## src/rtl/decode_stage_hz_if.sv

```systemverilog
// D-stage inputs and E-stage outputs of decode_stage_hz, bundled as one port.
// The slave modport is the decode stage; master is the surrounding pipeline.
interface decode_stage_hz_if #(
    parameter int XLEN = 32,
    parameter int NREG = 32
);
    localparam int RW = $clog2(NREG);

    logic [31:0]      instr_d;
    logic [XLEN-1:0]  pc_d;
    logic [XLEN-1:0]  pc_plus4_d;
    logic             valid_d;
    logic             reg_write_w;
    logic [RW-1:0]    rd_w;
    logic [XLEN-1:0]  result_w;
    logic             flush_e;
    logic             hold_e;

    logic             load_use_stall;
    logic             valid_e;
    logic             reg_write_e;
    logic             mem_write_e;
    logic             mem_read_e;
    logic             alu_src_e;
    logic             branch_e;
    logic             jump_e;
    logic             illegal_e;
    logic [1:0]       result_src_e;
    logic [3:0]       alu_control_e;
    logic [2:0]       funct3_e;
    logic [XLEN-1:0]  rd1_e;
    logic [XLEN-1:0]  rd2_e;
    logic [XLEN-1:0]  imm_ext_e;
    logic [XLEN-1:0]  pc_e;
    logic [XLEN-1:0]  pc_plus4_e;
    logic [RW-1:0]    rd_e;
    logic [RW-1:0]    rs1_e;
    logic [RW-1:0]    rs2_e;

    modport slave (
        input  instr_d, pc_d, pc_plus4_d, valid_d, reg_write_w, rd_w, result_w,
               flush_e, hold_e,
        output load_use_stall, valid_e, reg_write_e, mem_write_e, mem_read_e,
               alu_src_e, branch_e, jump_e, illegal_e, result_src_e, alu_control_e,
               funct3_e, rd1_e, rd2_e, imm_ext_e, pc_e, pc_plus4_e, rd_e, rs1_e, rs2_e
    );

    modport master (
        output instr_d, pc_d, pc_plus4_d, valid_d, reg_write_w, rd_w, result_w,
               flush_e, hold_e,
        input  load_use_stall, valid_e, reg_write_e, mem_write_e, mem_read_e,
               alu_src_e, branch_e, jump_e, illegal_e, result_src_e, alu_control_e,
               funct3_e, rd1_e, rd2_e, imm_ext_e, pc_e, pc_plus4_e, rd_e, rs1_e, rs2_e
    );
endinterface

```

## src/rtl/decode_stage_hz.sv

```systemverilog
// RV32I/RV64I decode stage: control decode, immediates, register file with
// write-through, load-use detection and a flush/hold-capable D->E register.
module decode_stage_hz #(
    parameter int XLEN = 32,
    parameter int NREG = 32
) (
    input  logic               clk,
    input  logic               rst,
    decode_stage_hz_if.slave   bus
);
    localparam int RW = $clog2(NREG);

    localparam logic [6:0] OP_R      = 7'b0110011;
    localparam logic [6:0] OP_I      = 7'b0010011;
    localparam logic [6:0] OP_LOAD   = 7'b0000011;
    localparam logic [6:0] OP_STORE  = 7'b0100011;
    localparam logic [6:0] OP_BRANCH = 7'b1100011;
    localparam logic [6:0] OP_JAL    = 7'b1101111;
    localparam logic [6:0] OP_LUI    = 7'b0110111;

    typedef enum logic [3:0] {
        ALU_ADD = 4'd0, ALU_SUB = 4'd1, ALU_AND = 4'd2, ALU_OR = 4'd3,
        ALU_XOR = 4'd4, ALU_SLT = 4'd5, ALU_SLTU = 4'd6, ALU_SLL = 4'd7,
        ALU_SRL = 4'd8, ALU_SRA = 4'd9, ALU_PASS_B = 4'd10
    } alu_op_t;

    typedef enum logic [2:0] {IMM_I, IMM_S, IMM_B, IMM_U, IMM_J} imm_t;

    typedef struct packed {
        logic             valid;
        logic             reg_write;
        logic             mem_write;
        logic             mem_read;
        logic             alu_src;
        logic             branch;
        logic             jump;
        logic             illegal;
        logic [1:0]       result_src;
        alu_op_t          alu_control;
        logic [2:0]       funct3;
        logic [XLEN-1:0]  rd1;
        logic [XLEN-1:0]  rd2;
        logic [XLEN-1:0]  imm;
        logic [XLEN-1:0]  pc;
        logic [XLEN-1:0]  pc_plus4;
        logic [RW-1:0]    rd;
        logic [RW-1:0]    rs1;
        logic [RW-1:0]    rs2;
    } e_reg_t;

    logic [XLEN-1:0] regs [NREG];
    e_reg_t          dec;
    e_reg_t          e_q;
    imm_t            imm_sel;
    logic [31:0]     imm32;
    logic            rs1_used;
    logic            rs2_used;
    logic [6:0]      opcode;
    logic [2:0]      funct3;
    logic [RW-1:0]   rs1_d;
    logic [RW-1:0]   rs2_d;
    logic [RW-1:0]   rd_d;
    logic [XLEN-1:0] rd1_d;
    logic [XLEN-1:0] rd2_d;

    assign opcode = bus.instr_d[6:0];
    assign funct3 = bus.instr_d[14:12];
    assign rd_d   = bus.instr_d[7 +: RW];
    assign rs1_d  = bus.instr_d[15 +: RW];
    assign rs2_d  = bus.instr_d[20 +: RW];

    // NOTE: the register file is reset like any other state here because a
    // mid-stream rst must wipe architectural registers, not just the pipeline.
    always_ff @(posedge clk) begin
        if (rst) begin
            for (int i = 0; i < NREG; i++) regs[i] <= '0;
        end else if (bus.reg_write_w && bus.rd_w != '0) begin
            // NOTE: non-blocking assignment keeps every register updating from
            // pre-edge values, regardless of process ordering.
            regs[bus.rd_w] <= bus.result_w;
        end
    end

    // Same-cycle writeback is bypassed so W and D can share a cycle.
    assign rd1_d = (rs1_d == '0) ? '0 :
                   (bus.reg_write_w && bus.rd_w == rs1_d) ? bus.result_w : regs[rs1_d];
    assign rd2_d = (rs2_d == '0) ? '0 :
                   (bus.reg_write_w && bus.rd_w == rs2_d) ? bus.result_w : regs[rs2_d];

    always_comb begin
        // NOTE: every output of this block is defaulted first so no path through
        // the case statements can leave a value held, which would infer a latch.
        dec             = '0;
        imm_sel         = IMM_I;
        rs1_used        = 1'b1;
        rs2_used        = 1'b0;
        dec.valid       = 1'b1;
        dec.alu_control = ALU_ADD;
        unique case (opcode)
            OP_R: begin
                dec.reg_write = 1'b1;
                rs2_used      = 1'b1;
                unique case (funct3)
                    3'd0: dec.alu_control = bus.instr_d[30] ? ALU_SUB : ALU_ADD;
                    3'd1: dec.alu_control = ALU_SLL;
                    3'd2: dec.alu_control = ALU_SLT;
                    3'd3: dec.alu_control = ALU_SLTU;
                    3'd4: dec.alu_control = ALU_XOR;
                    3'd5: dec.alu_control = bus.instr_d[30] ? ALU_SRA : ALU_SRL;
                    3'd6: dec.alu_control = ALU_OR;
                    default: dec.alu_control = ALU_AND;
                endcase
            end
            OP_I: begin
                dec.reg_write = 1'b1;
                dec.alu_src   = 1'b1;
                unique case (funct3)
                    3'd0: dec.alu_control = ALU_ADD;
                    3'd1: dec.alu_control = ALU_SLL;
                    3'd2: dec.alu_control = ALU_SLT;
                    3'd3: dec.alu_control = ALU_SLTU;
                    3'd4: dec.alu_control = ALU_XOR;
                    3'd5: dec.alu_control = bus.instr_d[30] ? ALU_SRA : ALU_SRL;
                    3'd6: dec.alu_control = ALU_OR;
                    default: dec.alu_control = ALU_AND;
                endcase
            end
            OP_LOAD: begin
                dec.reg_write  = 1'b1;
                dec.mem_read   = 1'b1;
                dec.alu_src    = 1'b1;
                dec.result_src = 2'b01;
            end
            OP_STORE: begin
                dec.mem_write = 1'b1;
                dec.alu_src   = 1'b1;
                imm_sel       = IMM_S;
                rs2_used      = 1'b1;
            end
            OP_BRANCH: begin
                dec.branch      = 1'b1;
                dec.alu_control = ALU_SUB;
                imm_sel         = IMM_B;
                rs2_used        = 1'b1;
            end
            OP_JAL: begin
                dec.jump       = 1'b1;
                dec.reg_write  = 1'b1;
                dec.result_src = 2'b10;
                imm_sel        = IMM_J;
                rs1_used       = 1'b0;
            end
            OP_LUI: begin
                dec.reg_write   = 1'b1;
                dec.alu_src     = 1'b1;
                dec.alu_control = ALU_PASS_B;
                imm_sel         = IMM_U;
                rs1_used        = 1'b0;
            end
            default: dec.illegal = 1'b1;
        endcase

        unique case (imm_sel)
            IMM_S:   imm32 = {{20{bus.instr_d[31]}}, bus.instr_d[31:25], bus.instr_d[11:7]};
            IMM_B:   imm32 = {{20{bus.instr_d[31]}}, bus.instr_d[7], bus.instr_d[30:25],
                              bus.instr_d[11:8], 1'b0};
            IMM_U:   imm32 = {bus.instr_d[31:12], 12'b0};
            IMM_J:   imm32 = {{12{bus.instr_d[31]}}, bus.instr_d[19:12], bus.instr_d[20],
                              bus.instr_d[30:21], 1'b0};
            default: imm32 = {{20{bus.instr_d[31]}}, bus.instr_d[31:20]};
        endcase

        dec.imm      = XLEN'(signed'(imm32));
        dec.funct3   = funct3;
        dec.rd1      = rd1_d;
        dec.rd2      = rd2_d;
        dec.pc       = bus.pc_d;
        dec.pc_plus4 = bus.pc_plus4_d;
        dec.rd       = rd_d;
        dec.rs1      = rs1_d;
        dec.rs2      = rs2_d;
    end

    assign bus.load_use_stall = bus.valid_d & e_q.mem_read & e_q.valid & (e_q.rd != '0) &
                                ((rs1_used & (rs1_d == e_q.rd)) | (rs2_used & (rs2_d == e_q.rd)));

    // Bubbles are all-zero; an invalid D instruction also enters as a bubble.
    always_ff @(posedge clk) begin
        if (rst || bus.flush_e) begin
            e_q <= '0;
        end else if (!bus.hold_e) begin
            if (bus.load_use_stall || !bus.valid_d) e_q <= '0;
            else                                    e_q <= dec;
        end
    end

    assign bus.valid_e       = e_q.valid;
    assign bus.reg_write_e   = e_q.reg_write;
    assign bus.mem_write_e   = e_q.mem_write;
    assign bus.mem_read_e    = e_q.mem_read;
    assign bus.alu_src_e     = e_q.alu_src;
    assign bus.branch_e      = e_q.branch;
    assign bus.jump_e        = e_q.jump;
    assign bus.illegal_e     = e_q.illegal;
    assign bus.result_src_e  = e_q.result_src;
    assign bus.alu_control_e = e_q.alu_control;
    assign bus.funct3_e      = e_q.funct3;
    assign bus.rd1_e         = e_q.rd1;
    assign bus.rd2_e         = e_q.rd2;
    assign bus.imm_ext_e     = e_q.imm;
    assign bus.pc_e          = e_q.pc;
    assign bus.pc_plus4_e    = e_q.pc_plus4;
    assign bus.rd_e          = e_q.rd;
    assign bus.rs1_e         = e_q.rs1;
    assign bus.rs2_e         = e_q.rs2;
endmodule
```

## src/flat_wrapper.sv

```systemverilog
// flat-port wrapper written by rule: the top's interface ports become plain ports
module decode_stage_hz_flat 
#(
    parameter int XLEN = 32,
    parameter int NREG = 32
)
  (clk, rst, bus_instr_d, bus_pc_d, bus_pc_plus4_d, bus_valid_d, bus_reg_write_w, bus_rd_w, bus_result_w, bus_flush_e, bus_hold_e, bus_load_use_stall, bus_valid_e, bus_reg_write_e, bus_mem_write_e, bus_mem_read_e, bus_alu_src_e, bus_branch_e, bus_jump_e, bus_illegal_e, bus_result_src_e, bus_alu_control_e, bus_funct3_e, bus_rd1_e, bus_rd2_e, bus_imm_ext_e, bus_pc_e, bus_pc_plus4_e, bus_rd_e, bus_rs1_e, bus_rs2_e);
  decode_stage_hz_if #(.XLEN(XLEN), .NREG(NREG)) bus_i ();
  input  logic clk;
  input  logic rst;
  input wire logic [$bits(bus_i.instr_d)-1:0] bus_instr_d;
  input wire logic [$bits(bus_i.pc_d)-1:0] bus_pc_d;
  input wire logic [$bits(bus_i.pc_plus4_d)-1:0] bus_pc_plus4_d;
  input wire logic [$bits(bus_i.valid_d)-1:0] bus_valid_d;
  input wire logic [$bits(bus_i.reg_write_w)-1:0] bus_reg_write_w;
  input wire logic [$bits(bus_i.rd_w)-1:0] bus_rd_w;
  input wire logic [$bits(bus_i.result_w)-1:0] bus_result_w;
  input wire logic [$bits(bus_i.flush_e)-1:0] bus_flush_e;
  input wire logic [$bits(bus_i.hold_e)-1:0] bus_hold_e;
  output wire logic [$bits(bus_i.load_use_stall)-1:0] bus_load_use_stall;
  output wire logic [$bits(bus_i.valid_e)-1:0] bus_valid_e;
  output wire logic [$bits(bus_i.reg_write_e)-1:0] bus_reg_write_e;
  output wire logic [$bits(bus_i.mem_write_e)-1:0] bus_mem_write_e;
  output wire logic [$bits(bus_i.mem_read_e)-1:0] bus_mem_read_e;
  output wire logic [$bits(bus_i.alu_src_e)-1:0] bus_alu_src_e;
  output wire logic [$bits(bus_i.branch_e)-1:0] bus_branch_e;
  output wire logic [$bits(bus_i.jump_e)-1:0] bus_jump_e;
  output wire logic [$bits(bus_i.illegal_e)-1:0] bus_illegal_e;
  output wire logic [$bits(bus_i.result_src_e)-1:0] bus_result_src_e;
  output wire logic [$bits(bus_i.alu_control_e)-1:0] bus_alu_control_e;
  output wire logic [$bits(bus_i.funct3_e)-1:0] bus_funct3_e;
  output wire logic [$bits(bus_i.rd1_e)-1:0] bus_rd1_e;
  output wire logic [$bits(bus_i.rd2_e)-1:0] bus_rd2_e;
  output wire logic [$bits(bus_i.imm_ext_e)-1:0] bus_imm_ext_e;
  output wire logic [$bits(bus_i.pc_e)-1:0] bus_pc_e;
  output wire logic [$bits(bus_i.pc_plus4_e)-1:0] bus_pc_plus4_e;
  output wire logic [$bits(bus_i.rd_e)-1:0] bus_rd_e;
  output wire logic [$bits(bus_i.rs1_e)-1:0] bus_rs1_e;
  output wire logic [$bits(bus_i.rs2_e)-1:0] bus_rs2_e;
  assign bus_i.instr_d = bus_instr_d;
  assign bus_i.pc_d = bus_pc_d;
  assign bus_i.pc_plus4_d = bus_pc_plus4_d;
  assign bus_i.valid_d = bus_valid_d;
  assign bus_i.reg_write_w = bus_reg_write_w;
  assign bus_i.rd_w = bus_rd_w;
  assign bus_i.result_w = bus_result_w;
  assign bus_i.flush_e = bus_flush_e;
  assign bus_i.hold_e = bus_hold_e;
  assign bus_load_use_stall = bus_i.load_use_stall;
  assign bus_valid_e = bus_i.valid_e;
  assign bus_reg_write_e = bus_i.reg_write_e;
  assign bus_mem_write_e = bus_i.mem_write_e;
  assign bus_mem_read_e = bus_i.mem_read_e;
  assign bus_alu_src_e = bus_i.alu_src_e;
  assign bus_branch_e = bus_i.branch_e;
  assign bus_jump_e = bus_i.jump_e;
  assign bus_illegal_e = bus_i.illegal_e;
  assign bus_result_src_e = bus_i.result_src_e;
  assign bus_alu_control_e = bus_i.alu_control_e;
  assign bus_funct3_e = bus_i.funct3_e;
  assign bus_rd1_e = bus_i.rd1_e;
  assign bus_rd2_e = bus_i.rd2_e;
  assign bus_imm_ext_e = bus_i.imm_ext_e;
  assign bus_pc_e = bus_i.pc_e;
  assign bus_pc_plus4_e = bus_i.pc_plus4_e;
  assign bus_rd_e = bus_i.rd_e;
  assign bus_rs1_e = bus_i.rs1_e;
  assign bus_rs2_e = bus_i.rs2_e;
  decode_stage_hz #(.XLEN(XLEN), .NREG(NREG)) u_core (.clk(clk), .rst(rst), .bus(bus_i));
endmodule
```

## config.mk

```make
export PLATFORM = sky130hd
export DESIGN_NAME = decode_stage_hz_flat
export DESIGN_NICKNAME = d
export VERILOG_FILES = /design/src/rtl/decode_stage_hz_if.sv /design/src/rtl/decode_stage_hz.sv /design/src/flat_wrapper.sv
export SDC_FILE = /design/constraint.sdc
export NUM_CORES = 2
export LEC_CHECK = 0
export ABC_AREA = 1
export BUFFER_PORTS_ARGS = -buffer_cell sky130_fd_sc_hd__buf_2
export CORE_UTILIZATION = 30
export CTS_BUF_LIST = sky130_fd_sc_hd__clkbuf_8
export CTS_CLUSTER_SIZE = 40
export DETAILED_ROUTE_END_ITERATION = 10
export PLACE_DENSITY = 0.54
export SETUP_SLACK_MARGIN = 0.15
export SLEW_MARGIN = 10
export SYNTH_ARGS = -nofsm -noshare
export SYNTH_HDL_FRONTEND = slang
export SYNTH_SLANG_ARGS = --single-unit
export TNS_END_PERCENT = 10
```

## constraint.sdc

```tcl
create_clock -name clk -period 4 [get_ports clk]
set_input_delay 0.6 -clock clk [delete_from_list [all_inputs] [get_ports clk]]
set_output_delay 0.6 -clock clk [all_outputs]
set_load 0.005 [all_outputs]
```

==> impl_results.md <==
* Run status: finished, final reports clean
* Vias at 61700
* Crit path DAT at 3.00 ns
* Largest net degree at the start of global routing at 168
* Die W at 473 um
* PD cells at 392 mW/mm^2
* Crit Reg-Reg Startpoint: u_core.bus.rd_e[1]
* Max IR drop VDD at 0.409 mV
* Hold slack at 0.0679 ns
* Placer Congestion at 0.915
* Final layout net count at 8312
* Starting density of the core at 0.302
* Reg2reg setup slack at 1.27 ns
* Standard-cell rows at 172
* Synth top area share at 0.462
* Syn Area/Cell at 8.39 sq um
* Io pins at 332
* CP max stage delay at 0.52 ns
* CP delay by family, top: buffers and inverters
* 1st-iter DRT viols at 8472
* Core area at 0.220 sq mm
* Vias in the first global route at 57600
* Critical Path Sink: bus_load_use_stall
* Port bufs at 331
* Max-cap violations at 0
* Clock Latency Late Sink at 1.02 ns
* Register area share after synthesis at 0.520
* CP endpoint kind: primary output
* Critical-path top delay cell: dlygate4sd3_1
* Vias/cell at 5.45
* Crit path from: bus_instr_d[5]
* Remaining DRCs at 0
* Post-DR wirelength/cell at 25.8 um
* CTS max path bufs at 3
* Netlist cell types at 39
* GRT Overall Usage at 0.254
* H-tree Lvls at 4
* Slew margin rel. at 0.229
* Worst path buffer plus inverter count at 5
* Post-synth top cells: 1838 x nand2_1, 1024 x edfxtp_1, 750 x nand3_1
* Fin crit period at 3.60 ns
* YS warnings at 0
* DRT Pass-1 Iters at 7
* Tcrit/Tclk final at 0.901
* Min-Delay Path Class: in2reg
* Grt total ovfl at 0
* Antenna-violating nets left at 0
* Clock sink count at 1216
* First-pass GRT wire length at 411000 um
* Total CTS buffers at 215
* RSZ-0062 raised after global routing: no
* CTS tree: yes
* Max FO, Critical Path at 36
* Worst slew pin tran at 1.16 ns
* Critical path depth at 13
* Crit-path cells: dlygate4sd3_1, buf_2, nand2_1, nor2_4, nand2_2, nand2_4, nor2_1, nand2_1, nand2_1, nand2_4, buf_4, inv_1, buf_2
* Synth Register Bits at 1216
* Top-count cell post-synth: nand2_1
* Cells after Synth at 7927
* Antenna violations before repair at 23
* Fin Setup TNS at 0 ns
* # resized after CTS at 0
* Final Hold Vio Count at 0
* CTS hold repair buffers at 101
* WP data required at 3.40 ns
* Final Skew at 0.0631 ns
* Number of setup buffers added after CTS at 0
* Crit path kind: in2out
* Most used DFF post-synth: edfxtp_1
* Area Overhead vs Synth at 15.4%
* Drt total wl at 292000 um
* R2R depth at 13
* Die height at 473 um
* Share of cells above drive strength 1 at 0.195
* Clock Pin Slew Worst Setup and Hold Paths at 0.06 ns
* Dpl hpwl at 177000 um
* Max-slew violation count at 0
* Cell type with the largest total area after synthesis: edfxtp_1
* Synth async-reset ratio at 0
* Cell Area, Synth at 0.0665 sq mm
* Largest cells by area after synthesis: edfxtp_1 46%, nand2_1 10%, nor2_2 6.2%, dfxtp_1 5.8%, nand3_1 5.6%
* Fmax achieved at 0.277 GHz
* Final-report setup violation count at 0
* Die area at 0.224 sq mm
* CP most frequent cell: nand2_1
* Worst setup SP type: input pin
* Crit Reg-Reg Endpoint: u_core.bus.pc_e[24]
* Post-synth EDFFs at 1024
* Root Driver: clkbuf_8
* Leak Pwr at 0.0303 uW
-- metal layers --
layer	vias up	track usage	wire [um]
li1	27100	-	-
met1	29600	0.317	111000
met2	4138	0.395	129000
met3	891	0.0579	33200
met4	10	0.157	19400
met5	-	0	59
-- worst min-delay path, delay by kind of cell --
family | cells | cell delay (ns)
compound gates | 1 | 0.06
buf+inv | 1 | 0.16
simple gates | 2 | 0.21
-- worst min-delay path by stage --
stage,from,slack [ns],cells past startpoint,endpoint
5_1_grt,bus_result_w[11],0.05,5,u_core.bus.rd1_e[11]
6_report,bus_instr_d[6],0.07,4,u_core.bus.mem_write_e
4_1_cts,bus_result_w[12],0.003,5,u_core.bus.rd2_e[12]
3_5_place_dp,u_core.bus.pc_plus4_e[1],0.45,2,u_core.bus.pc_plus4_e[1]
2_1_floorplan,u_core.bus.rd2_e[31],0.45,2,u_core.bus.rd2_e[31]
3_3_place_gp,u_core.bus.pc_plus4_e[29],0.45,2,u_core.bus.pc_plus4_e[29]
-- report_power, final --
group / switching (uW) / internal, uW / leakage [uW]
Combinational: 3140 / 1160 / 0.0166
Clock: 5620 / 5530 / 0.00241
Sequential: 287 / 14300 / 0.0113
Total: 9050 / 21000 / 0.0303
-- cells by family (layout without fill, tap and decap cells) --
| group | Yosys count | after routing | share of synthesized area |
|---|---|---|---|
| compound gates | 1447 | 1447 | 0.123 |
| xor+xnor | 5 | 5 | 0.000659 |
| buf+inv | 1222 | 1615 | 0.0802 |
| flops | 1216 | 1216 | 0.520 |
| other cells | 1 | 41 | 0.0000564 |
| simple gates | 4036 | 4036 | 0.276 |
-- per-stage QoR --
step | instances | instance area (sq um) | total power, uW | utilization | setup WS (ns)
after global routing | 11300 | 76700 | 31000 | 0.349 | 0.230
final | 11300 | 76700 | 30100 | 0.349 | 0.395
after floorplan | 7958 | 66600 | 17100 | - | 0.864
after CTS | 11300 | 76700 | 30000 | 0.349 | 0.403
after global placement | 10800 | 71700 | 18900 | 0.326 | 0.821
after detailed placement | 10800 | 71700 | 19000 | 0.326 | 0.821
-- placed cells by master, fill, tap and decap left out, drive strengths merged, types with 8 or more instances in the layout --
cell type	count
edfxtp	1024
nand2	1874
and3	8
nand3	753
buf	590
inv	625
dlygate4sd3	101
o21ai	502
nor3	20
clkinv	56
o2111ai	16
nor2	1328
conb	32
dfxtp	192
a21oi	566
clkbuf	240
nand4	47
diode	9
o211ai	356
-- flip-flops by register name (all words and copies together) (netlist names) --
name / flops
u_core.regs: 1024
u_core.bus.imm_ext_e: 32
u_core.bus.pc_e: 32
u_core.bus.pc_plus4_e: 32
u_core.bus.rd1_e: 32
u_core.bus.rd2_e: 32
u_core.bus.rd_e: 5
u_core.bus.rs1_e: 5
u_core.bus.rs2_e: 5
u_core.bus.alu_control_e: 4
u_core.bus.funct3_e: 3
u_core.bus.result_src_e: 2
u_core.bus.alu_src_e: 1
u_core.bus.branch_e: 1
u_core.bus.illegal_e: 1
u_core.bus.jump_e: 1
u_core.bus.mem_read_e: 1
u_core.bus.mem_write_e: 1
u_core.bus.reg_write_e: 1
u_core.bus.valid_e: 1
-- area by class of cell --
class	instances	area, sq um
Fill cell	22500	143000
Tap cell	2958	3700
Sequential cell	1216	34600
Timing Repair Buffer	691	5560
Clock buffer	240	3300
Multi-Input combinational cell	5520	26800
Inverter	529	2020
Clock inverter	155	694
Antenna cell	9	22.5
Power figures use the tool's default switching activity.
